$ cat src/rtl/mod_matrix_loader_pkg.sv
// Shared constants for the 3x3 matrix loader: default width, FSM state
// encodings, element counts, the 2x2 padding value and the 2x2 slot map.
package mod_matrix_loader_pkg;

  localparam int DATA_W_DEF = 8;

  // FSM states are plain 2-bit constants so older tools can read them too.
  localparam logic [1:0] LOAD    = 2'd0;
  localparam logic [1:0] PRESENT = 2'd1;
  localparam logic [1:0] RESULT  = 2'd2;

  localparam int N3 = 9;  // elements in a 3x3 matrix
  localparam int N2 = 4;  // elements in a 2x2 matrix

  // Written to position a in 2x2 mode. With b, c, d and g cleared, the
  // 3x3 determinant then reduces to e*i - f*h.
  localparam int PAD_ONE = 1;

  // Maps 2x2 element k (row-major) onto the 3x3 slots e, f, h, i.
  function automatic logic [3:0] slot_2x2(input logic [1:0] k);
    case (k)
      2'd0:    return 4'd4;
      2'd1:    return 4'd5;
      2'd2:    return 4'd7;
      default: return 4'd8;
    endcase
  endfunction

endpackage

$ cat src/rtl/mod_matrix_loader.sv
// Serial-to-parallel feeder for a combinational 3x3 determinant unit.
// Elements arrive one per valid/ready handshake in row-major order. The full
// matrix is then presented on a..i with mat_valid, the determinant is
// captured on mat_ready, and it is returned on a result valid/ready handshake.
// Optional: define MOD_MATRIX_LOADER_CLEAR_EN to add a 'clear' input that
// aborts back to LOAD while keeping a..i and result.
module mod_matrix_loader
  import mod_matrix_loader_pkg::*;
#(
  parameter int DATA_W = DATA_W_DEF
) (
  input  logic              clk,
  input  logic              reset,
`ifdef MOD_MATRIX_LOADER_CLEAR_EN
  input  logic              clear,
`endif
  input  logic [DATA_W-1:0] elem_in,
  input  logic              elem_valid,
  output logic              elem_ready,
  input  logic              mode_2x2,
  output logic [DATA_W-1:0] a,
  output logic [DATA_W-1:0] b,
  output logic [DATA_W-1:0] c,
  output logic [DATA_W-1:0] d,
  output logic [DATA_W-1:0] e,
  output logic [DATA_W-1:0] f,
  output logic [DATA_W-1:0] g,
  output logic [DATA_W-1:0] h,
  output logic [DATA_W-1:0] i,
  output logic              mat_valid,
  input  logic              mat_ready,
  input  logic [DATA_W-1:0] det_in,
  output logic [DATA_W-1:0] result,
  output logic              res_valid,
  input  logic              res_ready
);

  localparam logic [3:0] LAST3 = 4'(N3 - 1);
  localparam logic [3:0] LAST2 = 4'(N2 - 1);

  logic [1:0]        state_q, state_d;
  logic [3:0]        count_q, count_d;
  logic              mode_q, mode_d;
  logic [DATA_W-1:0] elem_q [N3];
  logic [DATA_W-1:0] elem_d [N3];
  logic [DATA_W-1:0] result_q, result_d;

  logic mode_eff;
  logic accept;

  // Handshake outputs come straight from the state register.
  assign elem_ready = (state_q == LOAD);
  assign mat_valid  = (state_q == PRESENT);
  assign res_valid  = (state_q == RESULT);
  assign accept     = elem_valid && elem_ready;
  // mode_2x2 only counts on the first element; later it is ignored.
  assign mode_eff   = (count_q == 4'd0) ? mode_2x2 : mode_q;

  // Next-state logic: element placement, counting, FSM and result capture.
  always_comb begin
    // NOTE: every signal assigned here gets a default first, so no path
    // leaves one unassigned and no latch is inferred.
    state_d  = state_q;
    count_d  = count_q;
    mode_d   = mode_q;
    elem_d   = elem_q;
    result_d = result_q;

    case (state_q)
      LOAD: begin
        if (accept) begin
          if (count_q == 4'd0) mode_d = mode_2x2;
          if (mode_eff) begin
            if (count_q == 4'd0) begin
              elem_d[0] = DATA_W'(PAD_ONE);
              elem_d[1] = '0;
              elem_d[2] = '0;
              elem_d[3] = '0;
              elem_d[6] = '0;
            end
            elem_d[slot_2x2(count_q[1:0])] = elem_in;
          end else begin
            elem_d[count_q] = elem_in;
          end
          if (count_q == (mode_eff ? LAST2 : LAST3)) begin
            count_d = '0;
            state_d = PRESENT;
          end else begin
            count_d = count_q + 4'd1;
          end
        end
      end
      PRESENT: begin
        if (mat_ready) begin
          result_d = det_in;
          state_d  = RESULT;
        end
      end
      RESULT: begin
        if (res_ready) state_d = LOAD;
      end
      default: state_d = LOAD;
    endcase

`ifdef MOD_MATRIX_LOADER_CLEAR_EN
    // Clear wins over any same-cycle handshake but keeps a..i and result.
    if (clear) begin
      state_d  = LOAD;
      count_d  = '0;
      mode_d   = mode_q;
      elem_d   = elem_q;
      result_d = result_q;
    end
`endif
  end

  // State registers with synchronous reset.
  always_ff @(posedge clk) begin
    if (reset) begin
      state_q  <= LOAD;
      count_q  <= '0;
      mode_q   <= 1'b0;
      result_q <= '0;
      // NOTE: the element registers drive a..i directly and must read zero
      // after reset, so this small register file is reset like any flop.
      for (int k = 0; k < N3; k++) elem_q[k] <= '0;
    end else begin
      // NOTE: non-blocking assignments so every register samples the
      // pre-edge value of the others, independent of statement order.
      state_q  <= state_d;
      count_q  <= count_d;
      mode_q   <= mode_d;
      result_q <= result_d;
      for (int k = 0; k < N3; k++) elem_q[k] <= elem_d[k];
    end
  end

  assign a = elem_q[0];
  assign b = elem_q[1];
  assign c = elem_q[2];
  assign d = elem_q[3];
  assign e = elem_q[4];
  assign f = elem_q[5];
  assign g = elem_q[6];
  assign h = elem_q[7];
  assign i = elem_q[8];
  assign result = result_q;

endmodule

$ cat config.mk
export PLATFORM = sky130hd
export DESIGN_NAME = mod_matrix_loader
export DESIGN_NICKNAME = d
export VERILOG_FILES = /design/src/rtl/mod_matrix_loader_pkg.sv /design/src/rtl/mod_matrix_loader.sv
export SDC_FILE = /design/constraint.sdc
export NUM_CORES = 1
export LEC_CHECK = 0
export ABC_AREA = 1
export ABC_CLOCK_PERIOD_IN_PS = 5000
export BUFFER_PORTS_ARGS = -buffer_cell sky130_fd_sc_hd__clkbuf_2
export CAP_MARGIN = 10
export CORE_MARGIN = 2
export CORE_UTILIZATION = 58
export CTS_BUF_LIST = sky130_fd_sc_hd__clkbuf_8
export CTS_CLUSTER_DIAMETER = 80
export DETAILED_ROUTE_END_ITERATION = 8
export GPL_TIMING_DRIVEN = 0
export HOLD_SLACK_MARGIN = 0.06
export PLACE_DENSITY = 0.9
export SLEW_MARGIN = 40
export SYNTH_ARGS = -nofsm -noshare
export SYNTH_HDL_FRONTEND = slang
export SYNTH_SLANG_ARGS = --single-unit
export TNS_END_PERCENT = 5
$ cat constraint.sdc
create_clock -name clk -period 5 [get_ports clk]
set_input_delay 1.25 -clock clk [delete_from_list [all_inputs] [get_ports clk]]
set_output_delay 1.25 -clock clk [all_outputs]
set_load 0.01 [all_outputs]
# Word level (Yosys, flattened, before mapping)
# Index checks and enable logic that the tools add are counted.
# classes
addsub,1
order_cmp,4
n_eq_ne,9
mux,27
n_bitwise,2
n_reduce_logical,9
# op_table
op,count
72-bit bitwise mux,2
32-bit 2-to-1 mux,4
72-bit 2-to-1 mux,1
8-bit demux with 4-bit select,2
8-bit 2-to-1 mux,6
4-bit 2-to-1 mux,5
4-bit one-hot mux with 3 select lines,1
5-bit greater-or-equal comparator (second input constant),2
5-bit by 1-bit less-than comparator with 1-bit output (second input constant),2
4-bit inverter with 5-bit output,2
2-bit 2-to-1 mux,4
2-bit by 1-bit != test with 1-bit output (second input constant),4
2-bit one-hot mux with 3 select lines,1
4-bit by 1-bit adder with 4-bit output (second input constant),1
2-bit by 1-bit == test with 1-bit output (second input constant),2
2-bit == test (second input constant),2
4-bit == test,1
2-bit zero test,2
4-bit zero test,1
2-bit AND reduction,2
4-bit AND reduction,1
1-bit logical AND,3
1-bit 2-to-1 mux,1
# word_totals
ff_bits,87
elab_cells,65

# Logic depth before layout (Yosys ltp)
# Gate-level depths: netlist of run 1.
# logic_depth
word_depth,12
depth_mapped,11
mapped_depth_nobuf,10

# Worst setup path after synthesis of run 1
# Ideal clock, no wire load.
# synth_timing
path_kind,input-to-reg
start,input elem_valid
end,register elem_q (netlist bit b[7])
arrival_time_ps,2065
required_time_ps,4887
path_slack_ps,2823
stages,8
path_buffers,1
path_cell_list,nand2_1 -> inv_1 -> nand2_4 -> a21oi_4 -> buf_6 -> o21ai_0 -> nand2_1 -> nor2_1
# synth_via
elab_chain_len,2
# synth_lines
item,line,source
start: declaration,mod_matrix_loader.sv:18,"input logic elem_valid,"
1-bit logical AND,mod_matrix_loader.sv:55,assign accept = elem_valid && elem_ready;
2-bit AND reduction (no source line),--,
end: declaration,mod_matrix_loader.sv:44,logic [DATA_W-1:0] elem_q [N3];
# Every way passes these cells.
# A chain may end at the register's enable or synchronous reset.

# Worst setup path in the final report of run 1
# layout_timing
start,register state_q[0]
end,output mat_valid
# layout_via
elab_chain_len,1
# layout_lines
item,line,source
start: declaration,mod_matrix_loader.sv:41,"logic [1:0] state_q, state_d;"
start signal: assignment,mod_matrix_loader.sv:130,state_q <= state_d;
2-bit by 1-bit == test with 1-bit output,mod_matrix_loader.sv:53,assign mat_valid = (state_q == PRESENT);
end: declaration,mod_matrix_loader.sv:30,"output logic mat_valid,"
# Every way passes these cells.

==> flow_summary.json, run 1 <==
{
  "fmax_mhz": 375,
  "row_count": 29,
  "rr_endpoint": "g[7]",
  "ios": 105,
  "fin_crit_sh_pct": 53.3,
  "drt-total-wl_mm": 9.85,
  "diodes": 0,
  "max_cap_viol_count": 0,
  "grt_pass1_vias": 3519,
  "leakagePower_nw": 2.33,
  "die-area_um2": 7290,
  "hold_path_class": "reg -> reg",
  "maxSlewHeadroom_pct": 67.3,
  "critPathCaptureType": "output pin",
  "portBuffers": 103,
  "antenna_found_initial": 0,
  "postCtsSetupRepairBufs": 0,
  "seq_power_share_pct": 45.8,
  "status": "finished clean",
  "synth_compound_area_share_pct": 11.5,
  "setup_viol": 0,
  "die-height_um": 85.4,
  "grt_overflow_total": 0,
  "grt_start_max_net_pins": 14,
  "r2r_cells": 10,
  "start_util_pct": 60.1,
  "p_sw_share_pct": 31.4,
  "startpoint": "state_q[0]",
  "groute.usage.overall_pct": 27.3,
  "power_switching_w": 0.000552,
  "critical_path_class": "reg -> out",
  "p_clk_share_pct": 29.9,
  "hold_viol_final": 0,
  "synth.area.mux_share_pct": 0,
  "place_congestion": 0.890,
  "cts_hold_buf": 0,
  "dr.pass1.iters": 6,
  "rsz0062_at_grt": "no",
  "hold_depth": 2,
  "tns_ps": 0,
  "grt_pass1_wl_mm": 16.0,
  "critPathCapture": "mat_valid",
  "worstPathArrival_ps": 1420,
  "cp.required_ps": 3750,
  "synth.cell_area_um2": 3840,
  "cp_max_fo": 10,
  "yosysWarnings": 0,
  "syn_to_final_growth_pct": 21.4,
  "synthSimpleGateAreaFrac_pct": 33.1,
  "htreeDepth": 3,
  "ys_seq_area_share_pct": 45.4,
  "whs_ps": 467,
  "cts_resized": 0,
  "clk_latency_ps": 350,
  "synth_top_family_by_area": "simple AND/OR/NAND/NOR gates",
  "drive_gt1_share_pct": 23.1,
  "skew_ps": 9.23,
  "wl_per_cell_um": 13.6,
  "p_comb_share_pct": 24.4,
  "first_iter_violations": 305,
  "layout_commonest_cell": "nor2_1",
  "synthXorXnorAreaFrac_pct": 0.228,
  "r2r_start": "count_q[0]",
  "synth_seq_cells": 87,
  "cts.clk_slew.worst_paths_ps": 80,
  "cts_root_buf": "clkbuf_8",
  "r2r_slack_ps": 3030,
  "die_w_um": 85.4,
  "antenna_left": 0,
  "vdd_ir_drop_max_mv": 0.301,
  "cts.sinks": 87,
  "report.final.slew_viol_count": 0,
  "synth-adder-area-share_pct": 1.63,
  "core_area_um2": 6390,
  "regArea_um2": 1740,
  "cts_tree": "yes",
  "via_per_inst": 5.32,
  "clock_path_buffers": 2,
  "nNetsFinal": 672,
  "dpl.hpwl_mm": 7.13,
  "multi_input_area_um2": 1780,
  "fin_crit_ps": 2670,
  "vias": 3864,
  "syn_avg_cell_area_um2": 7.23,
  "numCtsBuffers": 9,
  "yosysUniqueCellTypes": 27,
  "drc_errors": 0,
  "internal_power_w": 0.00120,
  "worst_pin_slew_ps": 490,
  "syn_nets": 558,
  "syn_inst": 531,
  "fill_cells": 508,
  "power_density_nw_per_um2": 377,
  "cp-start-kind": "flop",
  "layout_common_cells": "nor2_1 (126), nand2_1 (113), clkbuf_2 (103), dfxtp_1 (87), inv_1 (44)"
}
==> kinds of logic (layout without fill, tap and decap cells) <==
logic type	after synthesis	after routing
AND/OR/NAND/NOR	294	294
flip-flops	87	87
AO/OA/AOI/OAI	77	77
buffers and inverters	67	185
adder cells (fa/ha/maj)	5	5
XOR/XNOR	1	1
==> how the worst min path moves through the flow <==
stage	slack [ps]	from	to
finish	470	result[3]	result[3]
global placement	450	result[4]	result[4]
floorplan	490	result[0]	result[0]
detailed placement	450	result[5]	result[5]
global route	490	result[3]	result[3]
CTS	470	result[5]	result[5]
==> cell usage after synthesis (all sizes together) <==
library cell,number,area [um2]
inv,44,165
ha,5,62.6
a31oi,1,6.26
buf,12,104
nand4,2,12.5
xor2,1,8.76
a21oi,31,189
nand3,42,245
nor3,1,5.00
clkinv,1,8.76
clkbuf,10,37.5
nand2,121,508
nor2,128,499
dfxtp,87,1740
o211ai,1,21.3
o21ai,44,224
==> power by group through the flow <==
stage | logic (W) | registers (W) | clock network [W]
global route | 0.000473 | 0.000812 | 0.000556
global placement | 0.000407 | 0.000815 | 0
detailed placement | 0.000420 | 0.000820 | 0
floorplan | 0.000252 | 0.000845 | 0
finish | 0.000428 | 0.000804 | 0.000525
CTS | 0.000425 | 0.000804 | 0.000531
==> layer usage <==
metal,global-route usage (%),share of wire (%),vias up
li1,-,-,1902
met1,33.4,42,1757
met2,46.8,49,170
met3,5.35,7.1,35
met4,11.5,2.7,0
met5,0,0,-
==> registers in the layout (all words and copies together), names as in the netlist <==
register  flops
i             8
a             8
f             8
c             8
e             8
state_q       2
mode_q        1
b             8
h             8
count_q       4
g             8
d             8
result        8
==> worst max-delay path: stages (launching register included) <==
cell	delay (ps)
dfxtp_1	350
inv_1	50
nor2_1	120
clkbuf_1	350
clkbuf_2	210
==> per-stage QoR <==
step           utilization (%)  worst slack, ps  instances  area, um2  power (W)
6_report                  73.0             2330        726       4660    0.00176
5_1_grt                   73.0             2230        726       4660    0.00184
4_1_cts                   73.0             2320        726       4660    0.00176
3_5_place_dp              69.7             2480        711       4450    0.00124
3_3_place_gp              69.7             2510        711       4450    0.00122
2_1_floorplan                -             2820        531       3840    0.00110
==> layout make-up <==
| class | count | area share [%] |
|---|---|---|
| plain buffers | 22 | 3.03 |
| clock buffers | 10 | 2.95 |
| clock inverters | 5 | 1.58 |
| inverters | 45 | 3.73 |
| multi-input cells | 377 | 38.2 |
| flip-flops and latches | 87 | 37.4 |
| well taps | 77 | 2.07 |
| repair buffers | 103 | 11.1 |
No activity file was read; power rests on OpenSTA's default activity.
==> run 2, diff against run 1 <==
--- a/config.mk
+++ b/config.mk
@@ -6,17 +6,17 @@
 export NUM_CORES = 1
 export LEC_CHECK = 0
 export ABC_AREA = 1
-export ABC_CLOCK_PERIOD_IN_PS = 5000
+export ABC_CLOCK_PERIOD_IN_PS = 2550
 export BUFFER_PORTS_ARGS = -buffer_cell sky130_fd_sc_hd__clkbuf_2
 export CAP_MARGIN = 10
 export CORE_MARGIN = 2
-export CORE_UTILIZATION = 58
+export CORE_UTILIZATION = 54
 export CTS_BUF_LIST = sky130_fd_sc_hd__clkbuf_8
 export CTS_CLUSTER_DIAMETER = 80
 export DETAILED_ROUTE_END_ITERATION = 8
 export GPL_TIMING_DRIVEN = 0
 export HOLD_SLACK_MARGIN = 0.06
-export PLACE_DENSITY = 0.9
+export PLACE_DENSITY = 0.85
 export SLEW_MARGIN = 40
 export SYNTH_ARGS = -nofsm -noshare
 export SYNTH_HDL_FRONTEND = slang
==> constraint.sdc (replaced) <==
create_clock -name clk -period 2.55 [get_ports clk]
set_input_delay 0.6375 -clock clk [delete_from_list [all_inputs] [get_ports clk]]
set_output_delay 0.6375 -clock clk [all_outputs]
set_load 0.01 [all_outputs]
==> run 2 against run 1 <==
Net effect: first-iteration DRC count fell by 33%; count of clock-buffer cells in the layout fell by 1; die area rose by 7.0%; via count fell by 3.7%; sequential share of layout area fell by 0.37 points; cell area rose by 0.99%; combinational power rose by 93%; total power rose by 100%; highest routed layer unchanged.
==> flow_summary.json, run 2 (same netlist as run 1, synthesis figures left out) <==
{
  "setup_slack_ps": 506,
  "fin_crit_sh_pct": 80.2,
  "fmax_mhz": 489,
  "skew_ps": 8.28,
  "grt_pass1_vias": 3422,
  "rsz0062_at_grt": "no",
  "cp-start-kind": "flop",
  "antenna_found_initial": 0,
  "power_switching_w": 0.00108,
  "fin_crit_ps": 2040,
  "dr.pass1.iters": 4,
  "tns_ps": 0,
  "htreeDepth": 3,
  "grt_start_max_net_pins": 15,
  "p_sw_share_pct": 30.8,
  "via_per_inst": 4.99,
  "die-area_um2": 7800,
  "nNetsFinal": 672,
  "layout_common_cells": "nor2_1 (126), nand2_1 (113), clkbuf_2 (103), dfxtp_1 (87)",
  "cts_root_buf": "clkbuf_8",
  "groute.usage.overall_pct": 25.3,
  "worstPathArrival_ps": 1410,
  "drt-total-wl_mm": 9.44,
  "cts.sinks": 87,
  "r2r_cells": 10,
  "hold_path_class": "reg -> reg",
  "place_ws_ps": 624,
  "grt_pass1_wl_mm": 15.5,
  "drive_gt1_share_pct": 23.3,
  "start_util_pct": 56.2,
  "ios": 105,
  "rr_endpoint": "d[7]",
  "vdd_ir_drop_max_mv": 0.427,
  "core_area_um2": 6830,
  "layout_commonest_cell": "nor2_1",
  "critPathCaptureType": "output pin",
  "crit_path_top_delay_cell": "dfxtp_1",
  "max_cap_viol_count": 0,
  "r2r_start": "count_q[0]",
  "slowest_delay_ps": 350,
  "cp_cell_sequence": "inv_1 > nor2_1 > clkbuf_1 > clkbuf_2",
  "clk_latency_ps": 360,
  "maxSlewHeadroom_pct": 68.3,
  "portBuffers": 103,
  "vias": 3721,
  "antenna_left": 0,
  "cts_tree": "yes",
  "worst_pin_slew_ps": 476,
  "wl_per_cell_um": 12.7,
  "die_w_um": 88.3,
  "diodes": 0,
  "cts_hold_buf": 0,
  "fill_cells": 625,
  "p_clk_share_pct": 31.9,
  "setup_viol": 0,
  "place_congestion": 0.840,
  "critPathCapture": "mat_valid",
  "r2r_slack_ps": 600,
  "report.final.slew_viol_count": 0,
  "drc_errors": 0,
  "syn_to_final_growth_pct": 22.7,
  "first_iter_violations": 205,
  "power_density_nw_per_um2": 748,
  "cts.clk_slew.worst_paths_ps": 80,
  "seq_power_share_pct": 44.7,
  "leakagePower_nw": 2.33,
  "cts_resized": 0,
  "p_comb_share_pct": 23.5,
  "status": "finished clean",
  "cp_max_fo": 10,
  "internal_power_w": 0.00244,
  "die-height_um": 88.3,
  "startpoint": "state_q[0]",
  "row_count": 30,
  "dpl.hpwl_mm": 7.00,
  "grt_overflow_total": 0,
  "critical_path_class": "reg -> out",
  "hold_viol_final": 0,
  "cp.required_ps": 1910,
  "clock_path_buffers": 2,
  "postCtsSetupRepairBufs": 0,
  "numCtsBuffers": 9
}
[run 2: changes by cell type in the layout (fill, tap and decap cells not counted), sizes merged]
cell and delta:
bufinv +1, clkbuf -1, clkinv -1, clkinvlp +2
inv -1
[run 2: worst min path at each step]
stage / start / to / slack (ps) / cells past startpoint
4_1_cts: result[5] / result[5] / 470 / 2
3_5_place_dp: result[5] / result[5] / 460 / 2
6_report: result[7] / result[7] / 470 / 2
2_1_floorplan: result[0] / result[0] / 490 / 2
3_3_place_gp: result[4] / result[4] / 450 / 2
5_1_grt: result[1] / result[1] / 490 / 2
[run 2: metrics by stage]
stage | hold WS (ps) | total power, W | area (um2) | cells | util [%]
final | 468 | 0.00352 | 4710 | 745 | 68.9
after detailed placement | 458 | 0.00243 | 4470 | 730 | 65.5
after global placement | 449 | 0.00240 | 4470 | 730 | 65.5
after floorplan | 486 | 0.00215 | 3840 | 531 | -
after CTS | 470 | 0.00353 | 4710 | 745 | 68.9
after global routing | 489 | 0.00370 | 4710 | 745 | 68.9
[run 2: metal layers]
layer,up-vias,track usage (%),share of wire (%)
met1,1670,31.7,44
met5,-,0,0
li1,1902,-,-
met3,21,3.08,4.7
met4,0,11.2,2.3
met2,128,43.9,49
[run 2: power groups by stage]
stage	logic, W	registers [W]	clock network (W)
finish	0.000826	0.00157	0.00112
global route	0.000931	0.00159	0.00118
CTS	0.000826	0.00157	0.00113
detailed placement	0.000823	0.00161	0
global placement	0.000803	0.00160	0
floorplan	0.000494	0.00166	0
[run 2: worst max-delay path, delay by kind of cell (launching register included)]
kind	cells	cell delay, ps
buffers and inverters	3	590
flip-flops	1	350
AND/OR/NAND/NOR	1	110
[run 2: cell type report]
cell class                 instances  area [um2]  area share (%)
clock inverter                     6         110            2.34
buffer                            22         141            3.00
multi-input combinational        377        1780            37.8
clock buffer                       9         124            2.63
inverter                          45         174            3.69
tap                               96         120            2.55
sequential                        87        1740            37.0
timing repair buffer             103         515            10.9
==> run 3, diff against run 2 <==
--- a/config.mk
+++ b/config.mk
@@ -6,7 +6,7 @@
 export NUM_CORES = 1
 export LEC_CHECK = 0
 export ABC_AREA = 1
-export ABC_CLOCK_PERIOD_IN_PS = 2550
+export ABC_CLOCK_PERIOD_IN_PS = 2100
 export BUFFER_PORTS_ARGS = -buffer_cell sky130_fd_sc_hd__clkbuf_2
 export CAP_MARGIN = 10
 export CORE_MARGIN = 2
==> constraint.sdc (replaced) <==
create_clock -name clk -period 2.1 [get_ports clk]
set_input_delay 0.525 -clock clk [delete_from_list [all_inputs] [get_ports clk]]
set_output_delay 0.525 -clock clk [all_outputs]
set_load 0.01 [all_outputs]
==> run 3 against run 2 <==
Net effect: die area did not move; total power rose by 21%; critical path depth did not move; clock power rose by 21%; first-iteration DRC count rose by 13%; sequential share of layout area barely moved; sequential power rose by 22%; sequential cell count did not move; hold slack got worse by 69 ps; core utilization barely moved; combinational power rose by 22%; via count fell by 0.35%; critical endpoint unchanged; largest cell class unchanged; largest power group unchanged; highest routed layer unchanged.
==> flow_summary.json, run 3 (same netlist as run 1, synthesis figures left out) <==
{
  "vdd_ir_drop_max_mv": 0.517,
  "numCtsBuffers": 9,
  "via_per_inst": 4.98,
  "first_iter_violations": 231,
  "grt_start_max_net_pins": 15,
  "cts_tree": "yes",
  "drc_errors": 0,
  "whs_ps": 399,
  "hold_depth": 2,
  "antenna_left": 0,
  "leakagePower_nw": 2.33,
  "grt_overflow_total": 0,
  "die-height_um": 88.3,
  "cp.required_ps": 1570,
  "status": "finished clean",
  "r2r_cells": 10,
  "cts.clk_slew.worst_paths_ps": 80,
  "die_w_um": 88.3,
  "power_density_nw_per_um2": 908,
  "worstPathArrival_ps": 1400,
  "grt_pass1_vias": 3422,
  "portBuffers": 103,
  "die-area_um2": 7800,
  "layout_common_cells": "nor2_1 (126), nand2_1 (113), clkbuf_2 (103), dfxtp_1 (87)",
  "setup_viol": 0,
  "clock_path_buffers": 2,
  "cp_cell_sequence": "inv_1 > nor2_1 > clkbuf_1 > clkbuf_2",
  "dr.pass1.iters": 5,
  "fin_crit_ps": 1930,
  "critPathCaptureType": "output pin",
  "rsz0062_at_grt": "no",
  "htreeDepth": 3,
  "postCtsSetupRepairBufs": 0,
  "final_core_util_pct": 69.0,
  "vias": 3708,
  "report.final.slew_viol_count": 0,
  "cp-start-kind": "flop",
  "nNetsFinal": 672,
  "fin_crit_sh_pct": 91.8,
  "critical_path_depth": 4,
  "core_area_um2": 6830,
  "critical_path_class": "reg -> out",
  "clk_latency_ps": 350,
  "antenna_found_initial": 0,
  "slowest_delay_ps": 350,
  "crit_path_top_delay_cell": "dfxtp_1",
  "max_cap_viol_count": 0,
  "critPathBufInv": 3,
  "diodes": 0,
  "fmax_mhz": 519,
  "cts_root_buf": "clkbuf_8",
  "cts_resized": 0,
  "start_util_pct": 56.2,
  "place_congestion": 0.840,
  "grt_pass1_wl_mm": 15.5,
  "groute.usage.overall_pct": 25.3,
  "tns_ps": 0,
  "syn_to_final_growth_pct": 22.7,
  "drt-total-wl_mm": 9.47,
  "cts_hold_buf": 0,
  "row_count": 30,
  "hold_path_class": "in -> reg",
  "skew_ps": 8.25,
  "crit_family": "buffers and inverters",
  "worst_pin_slew_ps": 482,
  "ios": 105,
  "cts.sinks": 87,
  "hold_viol_final": 0,
  "dpl.hpwl_mm": 7.00,
  "maxSlewHeadroom_pct": 67.9,
  "drive_gt1_share_pct": 23.4,
  "cp_max_fo": 10,
  "wl_per_cell_um": 12.7,
  "layout_commonest_cell": "nor2_1"
}
## run 3: cell count changes in the layout (fill, tap and decap cells not counted)
| cell | delta |
|---|---|
| ha_2 | +1 |
| ha_1 | -1 |
## run 3: per-stage QoR
stage	instances	worst slack (ps)	total power [W]	area, um2
CTS	745	144	0.00429	4710
detailed placement	730	179	0.00295	4470
global placement	730	228	0.00292	4470
finish	745	173	0.00428	4710
global route	745	32.5	0.00450	4710
floorplan	531	455	0.00261	3840
## run 3: final timing paths
check / start / to / slack, ps
setup / recovery: state_q[0] / mat_valid / 170
hold / removal: reset / state_q[1] / 400
setup reg to reg: count_q[0] / d[7] / 230
hold reg to reg: result[7] / result[7] / 470
## run 3: area by class of cell
type	instances	area, um2
well taps	96	120
fillers	624	2120
clock buffers	9	124
multi-input cells	377	1780
flip-flops and latches	87	1740
inverters	45	174
plain buffers	22	141
repair buffers	103	515
clock inverters	6	110
## run 3: power breakdown
part | total [W] | internal (W) | switching (W)
Clock | 0.00136 | 0.000781 | 0.000579
Sequential | 0.00191 | 0.00182 | 0.0000955
Combinational | 0.00101 | 0.000366 | 0.000640
## run 3: per-layer routing
metal,vias to the layer above,track usage (%),share of wire [%]
met2,142,43.9,48
li1,1903,-,-
met4,0,11.2,2.5
met3,20,3.08,5.4
met5,-,0,0
met1,1643,31.7,44
